`src/rtl/nios2_oci_dct_packer_pkg.sv`:
```
// Shared widths, depth and record layout for the DCT packer slice.
package nios2_oci_dct_pkg;

    localparam int unsigned REC_W = 2;
    localparam int unsigned DEPTH = 15;
    localparam int unsigned BUF_W = REC_W * DEPTH;
    localparam int unsigned CNT_W = 4;

    // Record layout: bit1 = branch taken, bit0 = record-valid tag.
    localparam int unsigned TAKEN_BIT = 1;
    localparam int unsigned TAG_BIT   = 0;

    typedef logic [REC_W-1:0] rec_t;
    typedef logic [BUF_W-1:0] buf_t;
    typedef logic [CNT_W-1:0] cnt_t;

    localparam cnt_t DEPTH_CNT = cnt_t'(DEPTH);

    function automatic logic rec_taken(rec_t r);
        return r[TAKEN_BIT];
    endfunction

    function automatic logic rec_tagged(rec_t r);
        return r[TAG_BIT];
    endfunction

endpackage

```
`src/rtl/nios2_oci_dct_packer_if.sv`:
```
// Record input, packet output and end-of-test status of the DCT packer.
interface nios2_oci_dct_packer_if;
    import nios2_oci_dct_pkg::*;

    logic rec_valid;
    rec_t rec_data;
    logic rec_ready;
    logic flush;
    logic stop;
    buf_t dct_buffer;
    cnt_t dct_count;
    logic dct_valid;
    logic dct_ready;
    logic test_ending;
    logic test_has_ended;

    // Packer side.
    modport master (
        input  rec_valid,
        input  rec_data,
        output rec_ready,
        input  flush,
        input  stop,
        output dct_buffer,
        output dct_count,
        output dct_valid,
        input  dct_ready,
        output test_ending,
        output test_has_ended
    );

    // Trace front end / consumer side.
    modport slave (
        output rec_valid,
        output rec_data,
        input  rec_ready,
        output flush,
        output stop,
        input  dct_buffer,
        input  dct_count,
        input  dct_valid,
        output dct_ready,
        input  test_ending,
        input  test_has_ended
    );

endinterface

```
`src/rtl/nios2_oci_dct_outreg.sv`:
```
// Valid/ready holding register for the packed buffer and its record count.
module nios2_oci_dct_outreg
    import nios2_oci_dct_pkg::*;
(
    input  logic clk_i,
    input  logic reset_i,
    input  logic load_i,
    input  buf_t load_data_i,
    input  cnt_t load_cnt_i,
    input  logic out_ready_i,
    output logic out_free_o,
    output logic out_valid_o,
    output buf_t out_data_o,
    output cnt_t out_cnt_o
);

    logic valid_q;
    buf_t data_q;
    cnt_t cnt_q;

    // Load a new packet when told to; otherwise hold until the consumer takes it.
    always_ff @(posedge clk_i) begin
        if (reset_i) begin
            valid_q <= 1'b0;
            data_q  <= '0;
            cnt_q   <= '0;
        end else if (load_i) begin
            valid_q <= 1'b1;
            data_q  <= load_data_i;
            cnt_q   <= load_cnt_i;
        end else if (out_ready_i) begin
            valid_q <= 1'b0;
        end
    end

    assign out_free_o  = !valid_q || out_ready_i;
    assign out_valid_o = valid_q;
    assign out_data_o  = data_q;
    assign out_cnt_o   = cnt_q;

endmodule

```
`src/rtl/nios2_oci_dct_packer.sv`:
```
// DCT trace packer: accumulates 2-bit branch records into buffers and hands
// them to the consumer, with flush and end-of-test drain control.
module nios2_oci_dct_packer
    import nios2_oci_dct_pkg::*;
(
    input logic                     clk,
    input logic                     reset,
    nios2_oci_dct_packer_if.master  bus
);

    buf_t acc_buf_q, acc_buf_d;
    cnt_t acc_cnt_q, acc_cnt_d;
    logic flush_pend_q, flush_pend_d;
    logic stop_pend_q, stop_pend_d;
    logic ended_q, ended_d;
    logic run_q;

    logic out_free;
    logic acc_full;
    logic acc_nonempty;
    logic xfer;
    logic rec_ready;
    logic accept;
    logic stop_take;
    logic flush_take;
    logic draining;
    logic drain_done;

    // Transfer decision, record acceptance and next-state of accumulator and control.
    always_comb begin
        acc_full     = (acc_cnt_q == DEPTH_CNT);
        acc_nonempty = (acc_cnt_q != '0);
        xfer         = out_free &&
                       (acc_full || ((flush_pend_q || stop_pend_q) && acc_nonempty));
        // run_q keeps rec_ready low until the first cycle out of reset.
        rec_ready    = run_q && !stop_pend_q && !ended_q && (!acc_full || xfer);
        accept       = bus.rec_valid && rec_ready;

        // A record taken in the xfer cycle lands in the freshly emptied accumulator.
        acc_buf_d = xfer ? '0 : acc_buf_q;
        acc_cnt_d = xfer ? '0 : acc_cnt_q;
        if (accept) begin
            acc_buf_d = {acc_buf_d[BUF_W-REC_W-1:0], bus.rec_data};
            acc_cnt_d = acc_cnt_d + cnt_t'(1);
        end

        stop_take  = bus.stop && !stop_pend_q && !ended_q;
        flush_take = bus.flush && !bus.stop;
        draining   = stop_take || stop_pend_q;
        // Finished once nothing is left to pack and the output stage is, or is
        // becoming, empty.
        drain_done = draining && (acc_cnt_d == '0) && !xfer &&
                     (!bus.dct_valid || bus.dct_ready);

        stop_pend_d  = draining && !drain_done;
        ended_d      = ended_q || drain_done;
        // Never keep a flush request against an empty accumulator.
        flush_pend_d = ((flush_pend_q && !xfer) || flush_take) && (acc_cnt_d != '0);
    end

    // Accumulator and control state.
    always_ff @(posedge clk) begin
        if (reset) begin
            acc_buf_q    <= '0;
            acc_cnt_q    <= '0;
            flush_pend_q <= 1'b0;
            stop_pend_q  <= 1'b0;
            ended_q      <= 1'b0;
            run_q        <= 1'b0;
        end else begin
            acc_buf_q    <= acc_buf_d;
            acc_cnt_q    <= acc_cnt_d;
            flush_pend_q <= flush_pend_d;
            stop_pend_q  <= stop_pend_d;
            ended_q      <= ended_d;
            run_q        <= 1'b1;
        end
    end

    nios2_oci_dct_outreg u_outreg (
        .clk_i       (clk),
        .reset_i     (reset),
        .load_i      (xfer),
        .load_data_i (acc_buf_q),
        .load_cnt_i  (acc_cnt_q),
        .out_ready_i (bus.dct_ready),
        .out_free_o  (out_free),
        .out_valid_o (bus.dct_valid),
        .out_data_o  (bus.dct_buffer),
        .out_cnt_o   (bus.dct_count)
    );

    assign bus.rec_ready      = rec_ready;
    assign bus.test_ending    = stop_pend_q;
    assign bus.test_has_ended = ended_q;

endmodule

```
`src/flat_wrapper.sv`:
```
// flat-port wrapper written by rule: the top's interface ports become plain ports
module nios2_oci_dct_packer_flat import nios2_oci_dct_pkg::*;
  (clk, reset, bus_rec_valid, bus_rec_data, bus_rec_ready, bus_flush, bus_stop, bus_dct_buffer, bus_dct_count, bus_dct_valid, bus_dct_ready, bus_test_ending, bus_test_has_ended);
  nios2_oci_dct_packer_if bus_i ();
  input logic clk;
  input logic reset;
  input wire logic [$bits(bus_i.rec_valid)-1:0] bus_rec_valid;
  input wire logic [$bits(bus_i.rec_data)-1:0] bus_rec_data;
  output wire logic [$bits(bus_i.rec_ready)-1:0] bus_rec_ready;
  input wire logic [$bits(bus_i.flush)-1:0] bus_flush;
  input wire logic [$bits(bus_i.stop)-1:0] bus_stop;
  output wire logic [$bits(bus_i.dct_buffer)-1:0] bus_dct_buffer;
  output wire logic [$bits(bus_i.dct_count)-1:0] bus_dct_count;
  output wire logic [$bits(bus_i.dct_valid)-1:0] bus_dct_valid;
  input wire logic [$bits(bus_i.dct_ready)-1:0] bus_dct_ready;
  output wire logic [$bits(bus_i.test_ending)-1:0] bus_test_ending;
  output wire logic [$bits(bus_i.test_has_ended)-1:0] bus_test_has_ended;
  assign bus_i.rec_valid = bus_rec_valid;
  assign bus_i.rec_data = bus_rec_data;
  assign bus_rec_ready = bus_i.rec_ready;
  assign bus_i.flush = bus_flush;
  assign bus_i.stop = bus_stop;
  assign bus_dct_buffer = bus_i.dct_buffer;
  assign bus_dct_count = bus_i.dct_count;
  assign bus_dct_valid = bus_i.dct_valid;
  assign bus_i.dct_ready = bus_dct_ready;
  assign bus_test_ending = bus_i.test_ending;
  assign bus_test_has_ended = bus_i.test_has_ended;
  nios2_oci_dct_packer u_core (.clk(clk), .reset(reset), .bus(bus_i));
endmodule
```
`config.mk`:
```
export PLATFORM = sky130hd
export DESIGN_NAME = nios2_oci_dct_packer_flat
export DESIGN_NICKNAME = d
export VERILOG_FILES = /design/src/rtl/nios2_oci_dct_packer_pkg.sv /design/src/rtl/nios2_oci_dct_packer_if.sv /design/src/rtl/nios2_oci_dct_outreg.sv /design/src/rtl/nios2_oci_dct_packer.sv /design/src/flat_wrapper.sv
export SDC_FILE = /design/constraint.sdc
export NUM_CORES = 1
export LEC_CHECK = 0
export BUFFER_PORTS_ARGS = -buffer_cell sky130_fd_sc_hd__buf_2
export CAP_MARGIN = 25
export CORE_MARGIN = 3
export CORE_UTILIZATION = 45
export DETAILED_ROUTE_END_ITERATION = 8
export PLACE_DENSITY = 0.79
export SETUP_SLACK_MARGIN = 0.2
export SLEW_MARGIN = 0
export SYNTH_ARGS = -nofsm -noshare
export SYNTH_HDL_FRONTEND = slang
export SYNTH_SLANG_ARGS = --single-unit
```
`constraint.sdc`:
```
create_clock -name clk -period 1.9 [get_ports clk]
set_clock_uncertainty 0.05 [all_clocks]
set_input_delay 0.095 -clock clk [delete_from_list [all_inputs] [get_ports clk]]
set_output_delay 0.095 -clock clk [all_outputs]
set_load 0.01 [all_outputs]
```
==> results of run 1 <==
-- where the power goes --
part | internal, mW | total [mW] | switching, mW
registers | 1.54 | 1.55 | 0.0138
logic | 0.130 | 0.289 | 0.159
clock network | 0.668 | 1.23 | 0.566
total | 2.34 | 3.08 | 0.739
-- synth_stat cells, drive strengths merged (2+ instances only) --
master	count
clkbuf	9
nor2	9
nand3	5
nor2b	4
a21boi	2
a21oi	65
buf	16
nand2	129
inv	2
a211oi	2
nor4	2
o21ai	3
dfxtp	73
o211ai	2
-- cells by family (layout without fill, tap and decap cells) --
logic type                 count (synthesis)  in the layout  synth area share (%)
AOI/OAI and AO/OA                         82             82                 17.00
xor gates and xnor gates                   1              1                0.3165
adders and majority gates                  1              1                0.4520
buffers and inverters                     27            101                 5.741
DFF                                       73             73                 52.80
muxes                                      1              1                0.3617
and+or+nand+nor                          155            155                 23.33
-- area by class of cell --
type,count,share of cell area [%]
multi-input combinational,240,37.44
inverter,2,0.1920
sequential,73,37.86
timing repair buffer,84,17.22
clock inverter,3,1.024
tap,72,2.304
clock buffer,12,3.968
-- layer usage --
layer / vias to the layer above / GRT usage [%] / routed length (um)
li1: 1264 / - / -
met1: 1274 / 25.12 / 3270
met2: 111 / 32.21 / 3908
met3: 30 / 3.631 / 537
met4: 0 / 13.38 / 363
met5: - / 0 / 0
-- worst min-delay path by stage --
| stage | end |
|---|---|
| after floorplan | u_core.acc_buf_q[0] |
| after global placement | u_core.acc_buf_q[1] |
| after detailed placement | u_core.acc_buf_q[1] |
| after CTS | u_core.flush_pend_q |
| after global routing | u_core.flush_pend_q |
| final | u_core.flush_pend_q |
-- sequential cells by signal (all words and copies together), names as in the netlist --
name / flops
u_core.acc_buf_q: 30
u_core.bus.test_has_ended: 1
u_core.run_q: 1
u_core.bus.test_ending: 1
u_core.u_outreg.out_cnt_o: 4
u_core.u_outreg.out_valid_o: 1
u_core.acc_cnt_q: 4
u_core.u_outreg.out_data_o: 30
u_core.flush_pend_q: 1
-- worst max-delay path, delay by kind of cell, from the launching register on --
kind            cells  cell delay, ns
buf+inv             1            0.16
compound gates      3            0.54
flops               1            0.38
simple gates        2            0.54
-- stage by stage --
step / utilization (%) / cell area, sq um / hold WS, ns
2_1_floorplan: - / 2798 / 0.1810
3_3_place_gp: 54.27 / 3117 / 0.2969
3_5_place_dp: 54.75 / 3144 / 0.3000
4_1_cts: 61.02 / 3505 / 0.04677
5_1_grt: 68.08 / 3910 / 0.08517
6_report: 68.08 / 3910 / 0.08447
-- repair_timing --
item	in CTS	in global routing
gates cloned	0	5
pin swaps	7	36
gates resized for setup	17	68
endpoints found under the hold margin	2	0
setup buffers	11	3
endpoints found under the setup margin	62	69
hold buffers	2	0
==> flow_metrics.py, run 1 <==
metrics = {
    "clock_tree": {
        "clockBufferDepth": 2,
        "root_buffer": "clkbuf_8",
        "insertion_delay_ns": 0.35,
        "numCtsBuffers": 9,
        "cts_tree": "yes",
        "cts_sinks": 73,
        "h-tree-depth": 3,
        "clk_pin_slew_ns": 0.07,
    },
    "hold_path": {
        "holdPathStages": 4,
        "hp-class": "input port to flip-flop",
        "min_from": "bus_stop",
    },
    "power_and_ir_drop": {
        "p_per_area_nw_per_um2": 786.5,
        "peakVddDrop_mv": 0.4957,
        "totalPowerFinal_mw": 3.075,
        "leakagePower_nw": 1.686,
    },
    "finish": {
        "final_cells": 486,
        "area_growth_pct": 41.27,
        "regArea_sq_um": 1480,
        "nets": 419,
        "final_common_cell": "nand2_1",
        "drive_above_1_share_pct": 39.37,
        "fillCellCount": 424,
        "multiInputGateArea_sq_um": 1464,
        "antennaDiodeCount": 0,
        "final_cell_mix": "nand2_1 (109), dfxtp_1 (66), buf_2 (45)",
    },
    "placed_design": {
        "io_buffers": 45,
        "gp_congestion": 0.9109,
        "place_hpwl_um": 4073,
        "post-place-cells": 450,
        "place_ws_ns": 0.03233,
    },
    "run": {
        "maxCapViolCount": 0,
    },
    "route": {
        "dr_total_vias": 2679,
        "dr.pass1.iters": 4,
        "drtIter0Drc": 234,
        "drc_errors": 0,
        "drt-wirelength-per-cell_um": 16.62,
        "wl_um": 8079,
        "vias_per_cell": 5.512,
        "ant_nets": 0,
    },
    "synth": {
        "seq_area_frac_synth_pct": 52.80,
        "synth_top_flop_cell": "dfxtp_1",
        "postSynthAreaPerCell_sq_um": 8.140,
        "synth_top_area_share_pct": 52.80,
        "ys_types": 38,
        "yosysWarnings": 0,
        "syn_area_sq_um": 2768,
        "synth_nets": 349,
        "synth_area_leaders": "dfxtp_1 (53%), nand2_1 (17%), a21oi_1 (12%), buf_6 (2.0%), buf_2 (1.6%)",
        "synth-seq-cells": 73,
        "synthCells": 340,
        "synth-edff-count": 0,
        "synth_async_sr_flop_share_pct": 0,
        "yosysTopAreaCell": "dfxtp_1",
    },
    "sta": {
        "fmax_mhz": 560.1,
        "post-route-period-util_pct": 93.97,
        "worst_slew_pin_slew_ns": 0.4778,
        "finalHoldViolCount": 0,
        "slew_violations": 0,
        "finalSetupTns_ns": 0,
        "layout_min_cycle_time_ns": 1.785,
        "setup_violations": 0,
        "rsz0062_at_grt": "yes",
        "relSlewSlack_pct": 68.01,
        "setup_ws_ns": 0.1146,
    },
    "setup_path": {
        "crit_path_start": "u_core.acc_cnt_q[3]",
        "timing.rr.end": "u_core.bus.test_has_ended",
        "cp-endpoint": "u_core.bus.test_has_ended",
        "crit_path_end_kind": "flip-flop",
        "critPathMaxStageDelay_ns": 0.38,
        "ff2ff_path_depth": 6,
        "cp_slowest_cell": "dfxtp_4",
        "path_max_fanout": 6,
        "path_class": "flip-flop to flip-flop",
        "start_kind": "flip-flop",
        "r2r-start": "u_core.acc_cnt_q[3]",
        "cp_data_arrival_time_ns": 1.98,
        "required_ns": 2.09,
        "r2r_slack_ns": 0.11,
        "crit_chain": "buf_4 -> nor4_4 -> a211oi_4 -> and2_4 -> o21a_4 -> a32o_1",
    },
    "die": {
        "coreArea_sq_um": 5743,
        "die_h_um": 84.43,
        "top_level_ports": 46,
        "start_util_pct": 48.19,
        "dieArea_sq_um": 7128,
        "fp.dieW_um": 84.43,
        "rows": 27,
    },
    "global_route": {
        "antenna_found_initial": 0,
        "grt_overflow_total": 0,
        "grt_pass1_wl_um": 11650,
        "grt_max_degree": 35,
        "grt.total_usage_pct": 20.27,
        "grt_pass1_vias": 2408,
    },
    "run_status": {
        "status": "completed",
    },
}
No activity file was read; power rests on OpenSTA's default activity.
==> run 2, diff against run 1 <==
--- a/config.mk
+++ b/config.mk
@@ -6,7 +6,6 @@
 export NUM_CORES = 1
 export LEC_CHECK = 0
 export BUFFER_PORTS_ARGS = -buffer_cell sky130_fd_sc_hd__buf_2
-export CAP_MARGIN = 25
 export CORE_MARGIN = 3
 export CORE_UTILIZATION = 45
 export DETAILED_ROUTE_END_ITERATION = 8
@@ -15,4 +14,5 @@
 export SLEW_MARGIN = 0
 export SYNTH_ARGS = -nofsm -noshare
 export SYNTH_HDL_FRONTEND = slang
+export SYNTH_HIERARCHICAL = 1
 export SYNTH_SLANG_ARGS = --single-unit
==> run 2 against run 1 <==
Combinational power is 15% lower; die area is 0.30% lower; design area is 11% lower; routed wire length is 26% lower; sequential power hardly changed; final cell count is 11% lower; clock power is 8% higher; worst hold slack worse by 0.024 ns; maximum frequency is 5.7% lower; largest cell class unchanged.
==> flow_metrics.py, run 2 <==
metrics = {
    "power_and_ir_drop": {
        "net-switching-power_uw": 718.5,
        "power_frac_comb_pct": 7.8,
        "power.share.sequential_pct": 49.8,
        "swShare_pct": 22.84,
        "p_per_area_nw_per_um2": 903.7,
        "p_clk_share_pct": 42.3,
        "totalPowerFinal_mw": 3.145,
        "leakagePower_nw": 1.346,
        "peakVddDrop_mv": 0.4856,
        "intPower_mw": 2.427,
    },
    "finish": {
        "area_growth_pct": 26.17,
        "final_util_pct": 60.97,
        "final_cell_mix": "dfxtp_1 (68), nand2_1 (58), buf_2 (45)",
        "final_common_cell": "dfxtp_1",
        "nets": 363,
        "drive_above_1_share_pct": 27.86,
        "antennaDiodeCount": 0,
        "final_cells": 431,
    },
    "clock_tree": {
        "cts_tree": "yes",
        "cts_sinks": 73,
        "root_buffer": "clkbuf_8",
        "h-tree-depth": 3,
        "numCtsBuffers": 9,
        "clockBufferDepth": 2,
        "clk_pin_slew_ns": 0.07,
        "insertion_delay_ns": 0.34,
    },
    "setup_path": {
        "path_max_fanout": 3,
        "crit_path_end_kind": "flip-flop",
        "path_class": "flip-flop to flip-flop",
        "cp_data_arrival_time_ns": 2.05,
        "start_kind": "flip-flop",
        "required_ns": 2.06,
        "ff2ff_path_depth": 7,
    },
    "synth": {
        "synth_top_area_share_pct": 52.97,
        "synth_async_sr_flop_share_pct": 0,
        "syn_area_sq_um": 2759,
        "synthMuxAreaShare_pct": 12.34,
        "yosysWarnings": 6,
        "synth_area_leaders": "dfxtp_1 (53%), mux2i_1 (12%), nand2_1 (8.3%), a21oi_1 (5.8%), nor2_1 (5.4%)",
        "seq_area_frac_synth_pct": 52.97,
        "yosysTopAreaCell": "dfxtp_1",
        "synthXorXnorAreaFrac_pct": 0,
        "synth_compound_area_share_pct": 10.52,
        "synth_nets": 305,
        "synth_top_family_by_area": "simple AND/OR/NAND/NOR gates",
        "synthAdderAreaFrac_pct": 0.4535,
        "yosys.area_share.simple_pct": 17.55,
        "synth-edff-count": 0,
        "synth_top_flop_cell": "dfxtp_1",
        "synth.most_common_cell": "dfxtp_1",
        "synth-seq-cells": 73,
        "synthCells": 296,
        "postSynthAreaPerCell_sq_um": 9.321,
        "synthTopCellsByCount": "dfxtp_1 (73), nand2_1 (61), nor2_1 (40)",
        "ys_types": 33,
    },
    "sta": {
        "post-route-period-util_pct": 99.67,
        "setup_violations": 0,
        "hold_ws_ns": 0.06023,
        "relSlewSlack_pct": 70.28,
        "finalHoldViolCount": 0,
        "worst_slew_pin_slew_ns": 0.4458,
        "fmax_mhz": 528.1,
        "slew_violations": 0,
        "layout_min_cycle_time_ns": 1.894,
        "finalSetupTns_ns": 0,
        "rsz0062_at_grt": "yes",
    },
    "hold_path": {
        "hp-class": "input port to flip-flop",
        "holdPathStages": 4,
    },
    "route": {
        "vias_per_cell": 5.193,
        "drc_errors": 0,
        "ant_nets": 0,
        "wl_um": 5999,
        "drt-wirelength-per-cell_um": 13.92,
        "dr_total_vias": 2238,
        "dr.pass1.iters": 4,
        "drtIter0Drc": 90,
    },
    "die": {
        "coreArea_sq_um": 5709,
        "die_h_um": 84.30,
        "fp.dieW_um": 84.30,
        "dieArea_sq_um": 7106,
        "top_level_ports": 46,
        "start_util_pct": 48.32,
        "rows": 27,
    },
    "global_route": {
        "grt_pass1_vias": 2100,
        "grt.total_usage_pct": 17.11,
        "grt_overflow_total": 0,
        "grt_max_degree": 43,
        "antenna_found_initial": 0,
        "grt_pass1_wl_um": 9791,
    },
    "placed_design": {
        "place_hpwl_um": 3759,
        "gp_congestion": 0.8289,
        "post-place-cells": 406,
        "io_buffers": 45,
    },
    "run_status": {
        "status": "completed",
    },
    "run": {
        "maxCapViolCount": 0,
    },
}
## run 2: changes by cell type after synthesis, moves of 3 or more
cell,before,now
nand2_1,129,61
a21oi_1,65,32
mux2i_1,1,34
nor2_1,9,40
buf_12,0,3
buf_6,5,2
clkbuf_1,8,5
inv_1,2,5
## run 2: timing repair
item / in CTS / in global routing
endpoints found under the setup margin: 40 / 68
hold endpoints to repair: 3 / 0
setup buffers: 5 / 1
hold buffers: 3 / 0
resized for setup: 11 / 23
pin swaps: 6 / 2
## run 2: worst paths after layout
path	start	endpoint	slack (ns)
setup / recovery	u_core/acc_cnt_q[1]	u_core/bus.test_ending	0.006
hold / removal	bus_stop	u_core/flush_pend_q	0.06
setup reg to reg	u_core/acc_cnt_q[1]	u_core/bus.test_ending	0.006
hold reg to reg	u_core/acc_buf_q[10]	u_core/acc_buf_q[12]	0.42
## run 2: through the flow
stage | area [sq um] | setup slack, ns
3_3_place_gp | 3055 | 0.05081
2_1_floorplan | 2798 | -0.03895
5_1_grt | 3481 | -0.07619
3_5_place_dp | 3055 | -0.01064
4_1_cts | 3377 | 0.04857
6_report | 3481 | 0.006254
## run 2: layout make-up
type / instances / area, sq um
clock buffers: 12 / 145.1
flip-flops and latches: 73 / 1480
multi-input cells: 199 / 1216
clock inverters: 4 / 75.07
inverters: 5 / 23.77
repair buffers: 66 / 450.4
fillers: 498 / 2228
well taps: 72 / 90.09
## run 2: power groups by stage
stage | combinational [mW] | clock, mW | sequential, mW
2_1_floorplan | 0.148 | 0 | 1.60
3_3_place_gp | 0.199 | 0 | 1.60
3_5_place_dp | 0.200 | 0 | 1.61
4_1_cts | 0.217 | 1.37 | 1.57
5_1_grt | 0.266 | 1.45 | 1.57
6_report | 0.246 | 1.33 | 1.57
## run 2: worst max-delay path: stages, from the launching register on
cell	delay, ns
dfxtp_4	0.35
o32a_1	0.35
a2bb2o_4	0.21
and2_4	0.14
ha_4	0.19
nor3b_2	0.18
o21a_1	0.19
a311oi_1	0.10
## run 2: logic make-up (layout without fill, tap and decap cells)
kind of cell | count (synthesis) | in the layout
DFF | 73 | 73
and+or+nand+nor | 117 | 117
muxes | 34 | 34
adders and majority gates | 1 | 1
AOI/OAI and AO/OA | 47 | 47
buffers and inverters | 24 | 87
## run 2: metal layers
| layer | global-route usage, % | part of all wire [%] | vias to the layer above | wire length (um) |
|---|---|---|---|---|
| met5 | 0 | 0 | - | 0 |
| li1 | - | - | 1112 | - |
| met3 | 5.103 | 6.1 | 4 | 368 |
| met1 | 20.90 | 44 | 1045 | 2612 |
| met4 | 8.333 | 1.1 | 0 | 63 |
| met2 | 27.47 | 49 | 77 | 2954 |
==> run 3, diff against run 2 <==
--- a/config.mk
+++ b/config.mk
@@ -6,7 +6,7 @@
 export NUM_CORES = 1
 export LEC_CHECK = 0
 export BUFFER_PORTS_ARGS = -buffer_cell sky130_fd_sc_hd__buf_2
-export CORE_MARGIN = 3
+export CORE_MARGIN = 5
 export CORE_UTILIZATION = 45
 export DETAILED_ROUTE_END_ITERATION = 8
 export PLACE_DENSITY = 0.79
==> run 3 against run 2 <==
Non-clock buffer count decreased by 1; routed wire length rose by 4.1%; design area is 1.3% lower; final cell count up 0.23%; total power decreased by 6.7%; global-route usage fell by 0.092 points; count of clock-buffer cells in the layout rose by 1; sequential share of layout area up 0.43 points; critical path depth did not move; combinational power up 2%.
==> flow_metrics.py, run 3 (synthesis gave the netlist of run 2 again) <==
metrics = {
    "setup_path": {
        "cp_data_arrival_time_ns": 2.04,
        "crit_path_end_kind": "flip-flop",
        "path_class": "flip-flop to flip-flop",
        "start_kind": "flip-flop",
        "ff2ff_path_depth": 7,
        "r2r-start": "u_core/acc_cnt_q[0]",
        "path_max_fanout": 4,
        "crit_chain": "o32a_1 -> a2bb2o_4 -> and2_4 -> ha_4 -> nor3b_2 -> o21a_1 -> a311oi_1",
        "cp_slowest_cell": "dfxtp_4",
        "crit_path_start": "u_core/acc_cnt_q[0]",
        "required_ns": 2.06,
        "critPathMaxStageDelay_ns": 0.36,
    },
    "sta": {
        "rsz0062_at_grt": "yes",
        "hold_ws_ns": 0.06198,
        "layout_min_cycle_time_ns": 1.886,
        "post-route-period-util_pct": 99.25,
        "slew_violations": 0,
        "worst_slew_pin_slew_ns": 0.4644,
        "fmax_mhz": 530.3,
        "setup_violations": 0,
        "finalHoldViolCount": 0,
        "relSlewSlack_pct": 69.04,
    },
    "route": {
        "drtIter0Drc": 145,
        "m1WireLength_um": 2689,
        "drc_errors": 0,
        "wl_met3_um": 369,
        "met2_length_um": 3071,
        "vias_per_cell": 5.317,
        "dr.max_layer_used": "met4",
        "dr.pass1.iters": 4,
        "dr_total_vias": 2297,
        "ant_nets": 0,
        "drt-wirelength-per-cell_um": 14.46,
        "wl_um": 6247,
    },
    "hold_path": {
        "min_from": "bus_stop",
        "holdPathStages": 4,
        "hp-class": "input port to flip-flop",
    },
    "run": {
        "maxCapViolCount": 0,
    },
    "global_route": {
        "grt_max_degree": 43,
        "grt_pass1_wl_um": 10250,
        "antenna_found_initial": 0,
        "grt_overflow_total": 0,
        "grt_pass1_vias": 2252,
        "grt.total_usage_pct": 17.02,
    },
    "finish": {
        "multiInputGateArea_sq_um": 1205,
        "fillCellCount": 518,
        "area_growth_pct": 24.49,
        "antennaDiodeCount": 0,
        "drive_above_1_share_pct": 27.73,
        "final_common_cell": "dfxtp_1",
        "nets": 362,
        "final_area_sq_um": 3435,
        "regArea_sq_um": 1475,
        "final_cell_mix": "dfxtp_1 (68), nand2_1 (59), buf_2 (45)",
    },
    "clock_tree": {
        "cts_sinks": 73,
        "numCtsBuffers": 9,
        "cts_tree": "yes",
        "clockBufferDepth": 2,
        "clk_pin_slew_ns": 0.07,
        "insertion_delay_ns": 0.34,
        "h-tree-depth": 3,
        "root_buffer": "clkbuf_8",
    },
    "placed_design": {
        "placed_cell_area_sq_um": 3069,
        "place_hpwl_um": 3768,
        "gp_congestion": 0.8161,
        "io_buffers": 45,
    },
    "run_status": {
        "status": "completed",
    },
    "power_and_ir_drop": {
        "totalPowerFinal_mw": 2.936,
        "p_per_area_nw_per_um2": 854.9,
        "leakagePower_nw": 1.333,
        "peakVddDrop_mv": 0.4215,
    },
    "die": {
        "die_h_um": 88.30,
        "dieArea_sq_um": 7797,
        "fp.dieW_um": 88.30,
        "top_level_ports": 46,
        "rows": 28,
        "start_util_pct": 46.32,
        "coreArea_sq_um": 5956,
    },
}
## run 3: cell count changes in the layout (fill, tap and decap cells not counted), moves of 2 or more
| cell | change |
|---|---|
| clkbuf_8 | +2 |
| mux2i_1 | -3 |
| dfxtp_2 | +2 |
| buf_6 | -2 |
| mux2i_2 | +3 |
| dfxtp_4 | -2 |
| bufinv_16 | -2 |
## run 3: path summary, 6_finish.rpt
check | to | slack, ns
max | u_core/flush_pend_q | 0.01
min | u_core/flush_pend_q | 0.06
max reg2reg | u_core/flush_pend_q | 0.01
min reg2reg | u_core/acc_buf_q[29] | 0.41
## run 3: what timing repair did
item / CTS / global route
setup endpoints to repair: 36 / 65
cloned: 1 / 0
resized for setup: 10 / 11
hold endpoints to repair: 3 / 0
hold buffers: 3 / 0
pin swaps: 9 / 5
setup buffers: 6 / 0
## run 3: critical path, delay by kind of cell (launching register included)
family / cells / cell delay, ns
AND/OR/NAND/NOR: 2 / 0.30
AO/OA/AOI/OAI: 4 / 0.85
adder cells (fa/ha/maj): 1 / 0.20
flip-flops: 1 / 0.36
## run 3: metrics by stage
stage                     worst slack (ns)  cells  utilization, %  setup TNS (ns)
after floorplan                   -0.03895    296               -        -0.04397
after global placement             0.05173    407           51.53               0
after detailed placement         -0.006405    407           51.53       -0.006405
after CTS                          0.05295    432           56.85               0
after global routing              -0.04174    432           57.67         -0.1208
final                              0.01424    432           57.67               0
## run 3: final cells by class
class                           count  area share, %
Sequential cell                    73          42.95
Clock inverter                      2         0.3643
Clock buffer                       13          4.918
Inverter                            5         0.7650
Timing Repair Buffer               65          13.19
Tap cell                           75          2.732
Multi-Input combinational cell    199          35.08
## run 3: routing by layer
layer	vias to the layer above	track usage, %
met5	-	0
met4	0	9.341
met3	9	4.562
met2	63	28.01
met1	1109	20.14
li1	1116	-
## run 3: report_power, final
part / internal [mW] / switching (mW)
Sequential: 1.55 / 0.0219
Clock: 0.573 / 0.545
Combinational: 0.102 / 0.148
Total: 2.22 / 0.715
